`src/rtl/mem_arbiter.sv`:
```
// mem_arbiter
//   Shares one memory bus between the instruction-fetch requester (I) and the
//   load/store requester (D). One request is latched at a time, the bus strobe
//   is held until bus_busy drops, and the result is returned with a one-cycle
//   ack. A transaction stalled for TIMEOUT cycles in WAIT is aborted with err.
//
// Configuration macro: MEM_ARBITER_RR_EN
//   defined   -> simultaneous requests alternate (round-robin on last_owner)
//   undefined -> fixed priority, D wins over I
//
// Ports
//   clk, rst                 clock, synchronous active-low reset
//   i_req/i_addr             fetch request and address (held until i_ack)
//   i_ack/i_rdata            fetch completion pulse and data
//   d_req/d_we/d_addr/d_wdata load/store request (held until d_ack)
//   d_ack/d_rdata            load/store completion pulse and load data
//   err                      high with the ack of a timed-out transaction
//   bus_read/bus_write       bus strobes
//   bus_addr/bus_wdata       latched address and store data
//   bus_rdata/bus_busy       bus read data and stall
//   owner/busy               current owner (0=I, 1=D) and non-idle flag

module mem_arbiter #(
  parameter int ADDR_W  = 32,
  parameter int DATA_W  = 32,
  parameter int TIMEOUT = 16
) (
  input  logic              clk,
  input  logic              rst,
  input  logic              i_req,
  input  logic [ADDR_W-1:0] i_addr,
  output logic              i_ack,
  output logic [DATA_W-1:0] i_rdata,
  input  logic              d_req,
  input  logic              d_we,
  input  logic [ADDR_W-1:0] d_addr,
  input  logic [DATA_W-1:0] d_wdata,
  output logic              d_ack,
  output logic [DATA_W-1:0] d_rdata,
  output logic              err,
  output logic              bus_read,
  output logic              bus_write,
  output logic [ADDR_W-1:0] bus_addr,
  output logic [DATA_W-1:0] bus_wdata,
  input  logic [DATA_W-1:0] bus_rdata,
  input  logic              bus_busy,
  output logic              owner,
  output logic              busy
);

  typedef enum logic [1:0] {IDLE, REQ, WAIT, RESP} state_t;

  localparam logic [7:0] CNT_LAST = 8'(TIMEOUT - 1);

  state_t     state;
  logic [7:0] cnt;
  logic       we;
  logic       grant_d;
  logic       done;
  logic       timed_out;

`ifdef MEM_ARBITER_RR_EN
  logic last_owner;

  // Under contention hand the bus to whoever did not own it last.
  always_comb begin
    grant_d = d_req;
    if (i_req && d_req)
      grant_d = ~last_owner;
  end
`else
  always_comb begin
    grant_d = d_req;
  end
`endif

  // A transaction finishes when the bus stops stalling, or when the stall has
  // lasted TIMEOUT cycles in WAIT.
  always_comb begin
    timed_out = (state == WAIT) && bus_busy && (cnt == CNT_LAST);
    done      = ((state == REQ) || (state == WAIT)) && (!bus_busy || timed_out);
  end

  assign busy = (state != IDLE);

  always_ff @(posedge clk) begin
    if (!rst) begin
      state     <= IDLE;
      cnt       <= '0;
      we        <= 1'b0;
      owner     <= 1'b0;
      i_ack     <= 1'b0;
      i_rdata   <= '0;
      d_ack     <= 1'b0;
      d_rdata   <= '0;
      err       <= 1'b0;
      bus_read  <= 1'b0;
      bus_write <= 1'b0;
      bus_addr  <= '0;
      bus_wdata <= '0;
`ifdef MEM_ARBITER_RR_EN
      last_owner <= 1'b0;
`endif
    end else begin
      case (state)
        IDLE: begin
          if (i_req || d_req) begin
            owner     <= grant_d;
            we        <= grant_d && d_we;
            bus_addr  <= grant_d ? d_addr : i_addr;
            bus_wdata <= (grant_d && d_we) ? d_wdata : '0;
            bus_read  <= !(grant_d && d_we);
            bus_write <= grant_d && d_we;
            state     <= REQ;
          end
        end
        REQ, WAIT: begin
          if (done) begin
            // Strobes drop as the response is presented; stores and
            // timeouts return zero data.
            bus_read  <= 1'b0;
            bus_write <= 1'b0;
            i_ack     <= !owner;
            d_ack     <= owner;
            i_rdata   <= (!owner && !timed_out) ? bus_rdata : '0;
            d_rdata   <= (owner && !we && !timed_out) ? bus_rdata : '0;
            err       <= timed_out;
            state     <= RESP;
          end else if (state == REQ) begin
            cnt   <= '0;
            state <= WAIT;
          end else begin
            cnt <= cnt + 8'd1;
          end
        end
        RESP: begin
          i_ack   <= 1'b0;
          d_ack   <= 1'b0;
          i_rdata <= '0;
          d_rdata <= '0;
          err     <= 1'b0;
          state   <= IDLE;
`ifdef MEM_ARBITER_RR_EN
          last_owner <= owner;
`endif
        end
        default: state <= IDLE;
      endcase
    end
  end

endmodule

```
`config.mk`:
```
export PLATFORM = sky130hd
export DESIGN_NAME = mem_arbiter
export DESIGN_NICKNAME = d
export VERILOG_FILES = /design/src/rtl/mem_arbiter.sv
export SDC_FILE = /design/constraint.sdc
export NUM_CORES = 1
export LEC_CHECK = 0
export ABC_AREA = 1
export BUFFER_PORTS_ARGS = -buffer_cell sky130_fd_sc_hd__buf_2
export CAP_MARGIN = 40
export CELL_PAD_IN_SITES_DETAIL_PLACEMENT = 1
export CELL_PAD_IN_SITES_GLOBAL_PLACEMENT = 2
export CORE_AREA = 2 2 162 164
export DETAILED_ROUTE_END_ITERATION = 8
export DIE_AREA = 0 0 164 166
export PLACE_DENSITY_LB_ADDON = 0.1
export SYNTH_ARGS = -nofsm -noshare
export SYNTH_HDL_FRONTEND = slang
export SYNTH_SLANG_ARGS = --single-unit
```
`constraint.sdc`:
```
create_clock -name clk -period 2.5 [get_ports clk]
set_input_delay 0.125 -clock clk [delete_from_list [all_inputs] [get_ports clk]]
set_output_delay 0.125 -clock clk [all_outputs]
set_load 0.01 [all_outputs]
```
==> results_dict.tcl <==
set metrics [dict create \
    wire_length_of_the_first_global_routing_pass_mm 38.28 \
    first_iter_violations 266 \
    postSynthRegisterBits 145 \
    gr-total-overflow 0 \
    post-synth-top-area-fraction 0.4785 \
    final_cell_mix "268 x sky130_fd_sc_hd__buf_2, 226 x sky130_fd_sc_hd__nand2_1, 145 x sky130_fd_sc_hd__dfxtp_1" \
    floorplan.core_area_um2 25620 \
    cts_setup_buffers 0 \
    fin_worst_skew_ns 0.01298 \
    worstPathRequired_ns 2.87 \
    net_count_synth 1002 \
    synth.top_cells.by_area "sky130_fd_sc_hd__dfxtp_1 48%, sky130_fd_sc_hd__nand2_1 14%, sky130_fd_sc_hd__nor2_1 8.5%, sky130_fd_sc_hd__o21ai_0 7.4%, sky130_fd_sc_hd__a21oi_1 6.8%" \
    rsz0062_at_grt "false" \
    maxCapViolCount 0 \
    synthDominantAreaCellType "sky130_fd_sc_hd__dfxtp_1" \
    critPathMostFrequentCell "sky130_fd_sc_hd__inv_1" \
    layout_worst_path_cycle_share 0.8791 \
    slew_headroom 0.4907 \
    die_area_um2 27220 \
    track_usage 0.1797 \
    number_of_buffers_added_on_ports 268 \
    timing.fmax_mhz 455.0 \
    r2r_start "state[1]$_SDFFE_PN0P_" \
    antenna_left 0 \
    number_of_global_route_vias_before_repair 7118 \
    r2r-end "bus_addr[21]$_SDFFE_PN0P_" \
    wl_per_cell_um 15.57 \
    synthesis.instances 863 \
    status "completed" \
    clock-sinks 145 \
    setup_ws_ns 0.3023 \
    cp_cell_sequence "inv_1 > ha_1 > inv_1 > a21oi_4 > buf_6 > o21ai_0 > a31oi_1 > dlygate4sd3_1" \
    synthesis.yosys.warnings 0 \
    drcViolationCount 0 \
    critical-path-slowest-cell "sky130_fd_sc_hd__dlygate4sd3_1" \
    start_util 0.2368 \
    cts.htree.levels 4 \
    worstHoldPathType "input port to register" \
    finalMaxSlewViolations 0 \
    timing.critical_path.max_delay_family "buffers and inverters" \
    power.density_nw_per_um2 1148 \
    slowest_delay_ns 0.57 \
    dr_total_vias 6782 \
    drtPass1Iterations 4 \
    clockRootBuffer "sky130_fd_sc_hd__clkbuf_16" \
    fill_cells 3238 \
    mostFrequentLayoutCell "sky130_fd_sc_hd__buf_2" \
    tritoncts "done" \
    synthesis.area_um2 6066 \
    clkSlewWorstSetupHoldPaths_ns 0.07 \
    setup_tns_ns 0 \
    layout.nets 1341 \
    post_synth.cell_area_avg_um2 7.029 \
    timing.critical_path.to_type "register" \
    area_growth_pct 53.69 \
    routed_wirelength_mm 24.16 \
    timing.hold.worst_endpoint "cnt[5]$_SDFFE_PN0P_" \
    report.final.setup_viol 0 \
    layout.core_utilization 0.3639 \
    floorplan.io_pins 269 \
    crit_cells 8 \
    ir_drop_v 0.0004318 \
    globalplace.congestion 0.7205 \
    worst_pin_slew_ns 0.7639 \
    depth_of_the_worst_register_to_register_path 8 \
    path_max_fanout 44 \
    criticalPathCategory "register to register" \
    post-place-cells 1421 \
    period_needed_ns 2.198 \
    floorplan.rows 59 \
    dieHeight_um 166 \
    timing.critical_path.arrival_ns 2.57 \
    drive_gt1_frac 0.2708 \
    hpwl_mm 16.24 \
    antenna_found_initial 3 \
    static-leakage-power_nw 4.507 \
    synth.yosys.seq_area_share 0.4785 \
    critPathBufInv 4 \
    post-place-ws_ns 0.4147 \
    dieWidth_um 164 \
    clockBufferDepth 2 \
    grt_max_degree 72 \
    setup.reg_to_reg.worst_slack_ns 0.30 \
    viasPerCell 4.370 \
    setup.worst_path.start_class "register" \
    yosys.cell_types.count 24 \
    min_path_cells 4 \
    cts_inserted_buffers 17 \
    hold_path_startpoint "bus_busy" \
    stdcell_count 1552 \
    timing.final.hold_violations 0 \
    clock_insertion_delay_worst_skew_ns 0.43 \
]
worst reg2reg max path, stage by stage, from the launching register on:
cell and delay (ns):
sky130_fd_sc_hd__dfxtp_1 0.33, sky130_fd_sc_hd__inv_1 0.10, sky130_fd_sc_hd__ha_1 0.21, sky130_fd_sc_hd__inv_1 0.13, sky130_fd_sc_hd__a21oi_4 0.17, sky130_fd_sc_hd__buf_6 0.30, sky130_fd_sc_hd__o21ai_0 0.15, sky130_fd_sc_hd__a31oi_1 0.19
sky130_fd_sc_hd__dlygate4sd3_1 0.57
synthesized netlist by cell type:
cell type / instances
sky130_fd_sc_hd__nand2_1: 226
sky130_fd_sc_hd__dfxtp_1: 145
sky130_fd_sc_hd__nor2_1: 138
sky130_fd_sc_hd__o21ai_0: 90
sky130_fd_sc_hd__a21oi_1: 82
sky130_fd_sc_hd__inv_1: 47
sky130_fd_sc_hd__clkbuf_1: 37
sky130_fd_sc_hd__a31oi_1: 32
sky130_fd_sc_hd__buf_2: 17
sky130_fd_sc_hd__o21ai_1: 10
sky130_fd_sc_hd__nand3_1: 9
sky130_fd_sc_hd__ha_1: 5
sky130_fd_sc_hd__nand4_1: 5
sky130_fd_sc_hd__clkbuf_2: 4
sky130_fd_sc_hd__inv_2: 4
sky130_fd_sc_hd__buf_1: 2
sky130_fd_sc_hd__buf_6: 2
sky130_fd_sc_hd__nand2_4: 2
sky130_fd_sc_hd__nand3_4: 1
sky130_fd_sc_hd__nand3b_1: 1
sky130_fd_sc_hd__nor2_2: 1
sky130_fd_sc_hd__nor2_4: 1
sky130_fd_sc_hd__o21a_1: 1
sky130_fd_sc_hd__xor2_1: 1
routing by layer:
metal  GRT usage  vias up  routed length, um
met5           0        -                 13
li1            -     3461                  -
met2      0.2890      187              11030
met4     0.05378        2                362
met3     0.06618       24               1960
met1      0.2236     3108              10800
cell type report:
cell class,instances,area [um2],share of cell area
diodes,2,5.005,0.0005368
clock inverters,15,198.9,0.02134
inverters,51,191.4,0.02053
flip-flops and latches,145,2903,0.3114
clock buffers,17,425.4,0.04563
well taps,335,419.2,0.04496
repair buffers,382,2469,0.2648
multi-input cells,605,2711,0.2908
through the flow:
step	total power [mW]	hold slack, ns	cell area, um2
2_1_floorplan	6.128	0.2736	6066
3_3_place_gp	7.746	0.3835	7719
3_5_place_dp	7.750	0.3871	7719
4_1_cts	10.90	0.02766	9314
5_1_grt	11.65	0.05218	9318
6_report	10.70	0.04699	9323
report_power, final:
group	total, mW	internal (mW)	switching (mW)
combinational	4.70	1.82	2.87
sequential	3.25	2.94	0.309
clock	2.76	1.61	1.15
state kept, by name, summed over array words and instances, names as in the netlist:
register   count
bus_addr      32
bus_wdata     32
d_rdata       32
i_rdata       32
cnt            8
state          2
bus_read       1
bus_write      1
d_ack          1
err            1
i_ack          1
owner          1
we             1
worst max path at each step:
stage                          startpoint                   endpoint  slack, ns
finish              state[1]$_SDFFE_PN0P_  bus_addr[21]$_SDFFE_PN0P_       0.30
global route        state[1]$_SDFFE_PN0P_  bus_addr[23]$_SDFFE_PN0P_       0.11
floorplan           state[0]$_SDFFE_PN0P_   d_rdata[21]$_SDFFE_PN0P_       0.80
detailed placement  state[0]$_SDFFE_PN0P_      bus_read$_SDFFE_PN0P_       0.41
CTS                 state[1]$_SDFFE_PN0P_  bus_addr[31]$_SDFFE_PN0P_       0.25
global placement    state[0]$_SDFFE_PN0P_      bus_read$_SDFFE_PN0P_       0.47
timing repair:
item                                    in CTS  in global routing
hold buffers                                97                  0
gates resized for setup                      0                  1
endpoints found under the hold margin       65                  0
endpoints found under the setup margin       0                  1
cell families (layout without fill, tap and decap cells):
family          Yosys count  in the layout  share of synthesized area
simple gates            384            384                     0.2486
compound gates          215            215                     0.1844
flops                   145            145                     0.4785
buf+inv                 113            465                    0.07673
fa+ha+maj                 5              5                    0.01031
xor+xnor                  1              1                   0.001444
other cells               0              2                          0
No activity file was read; power rests on OpenSTA's default activity.
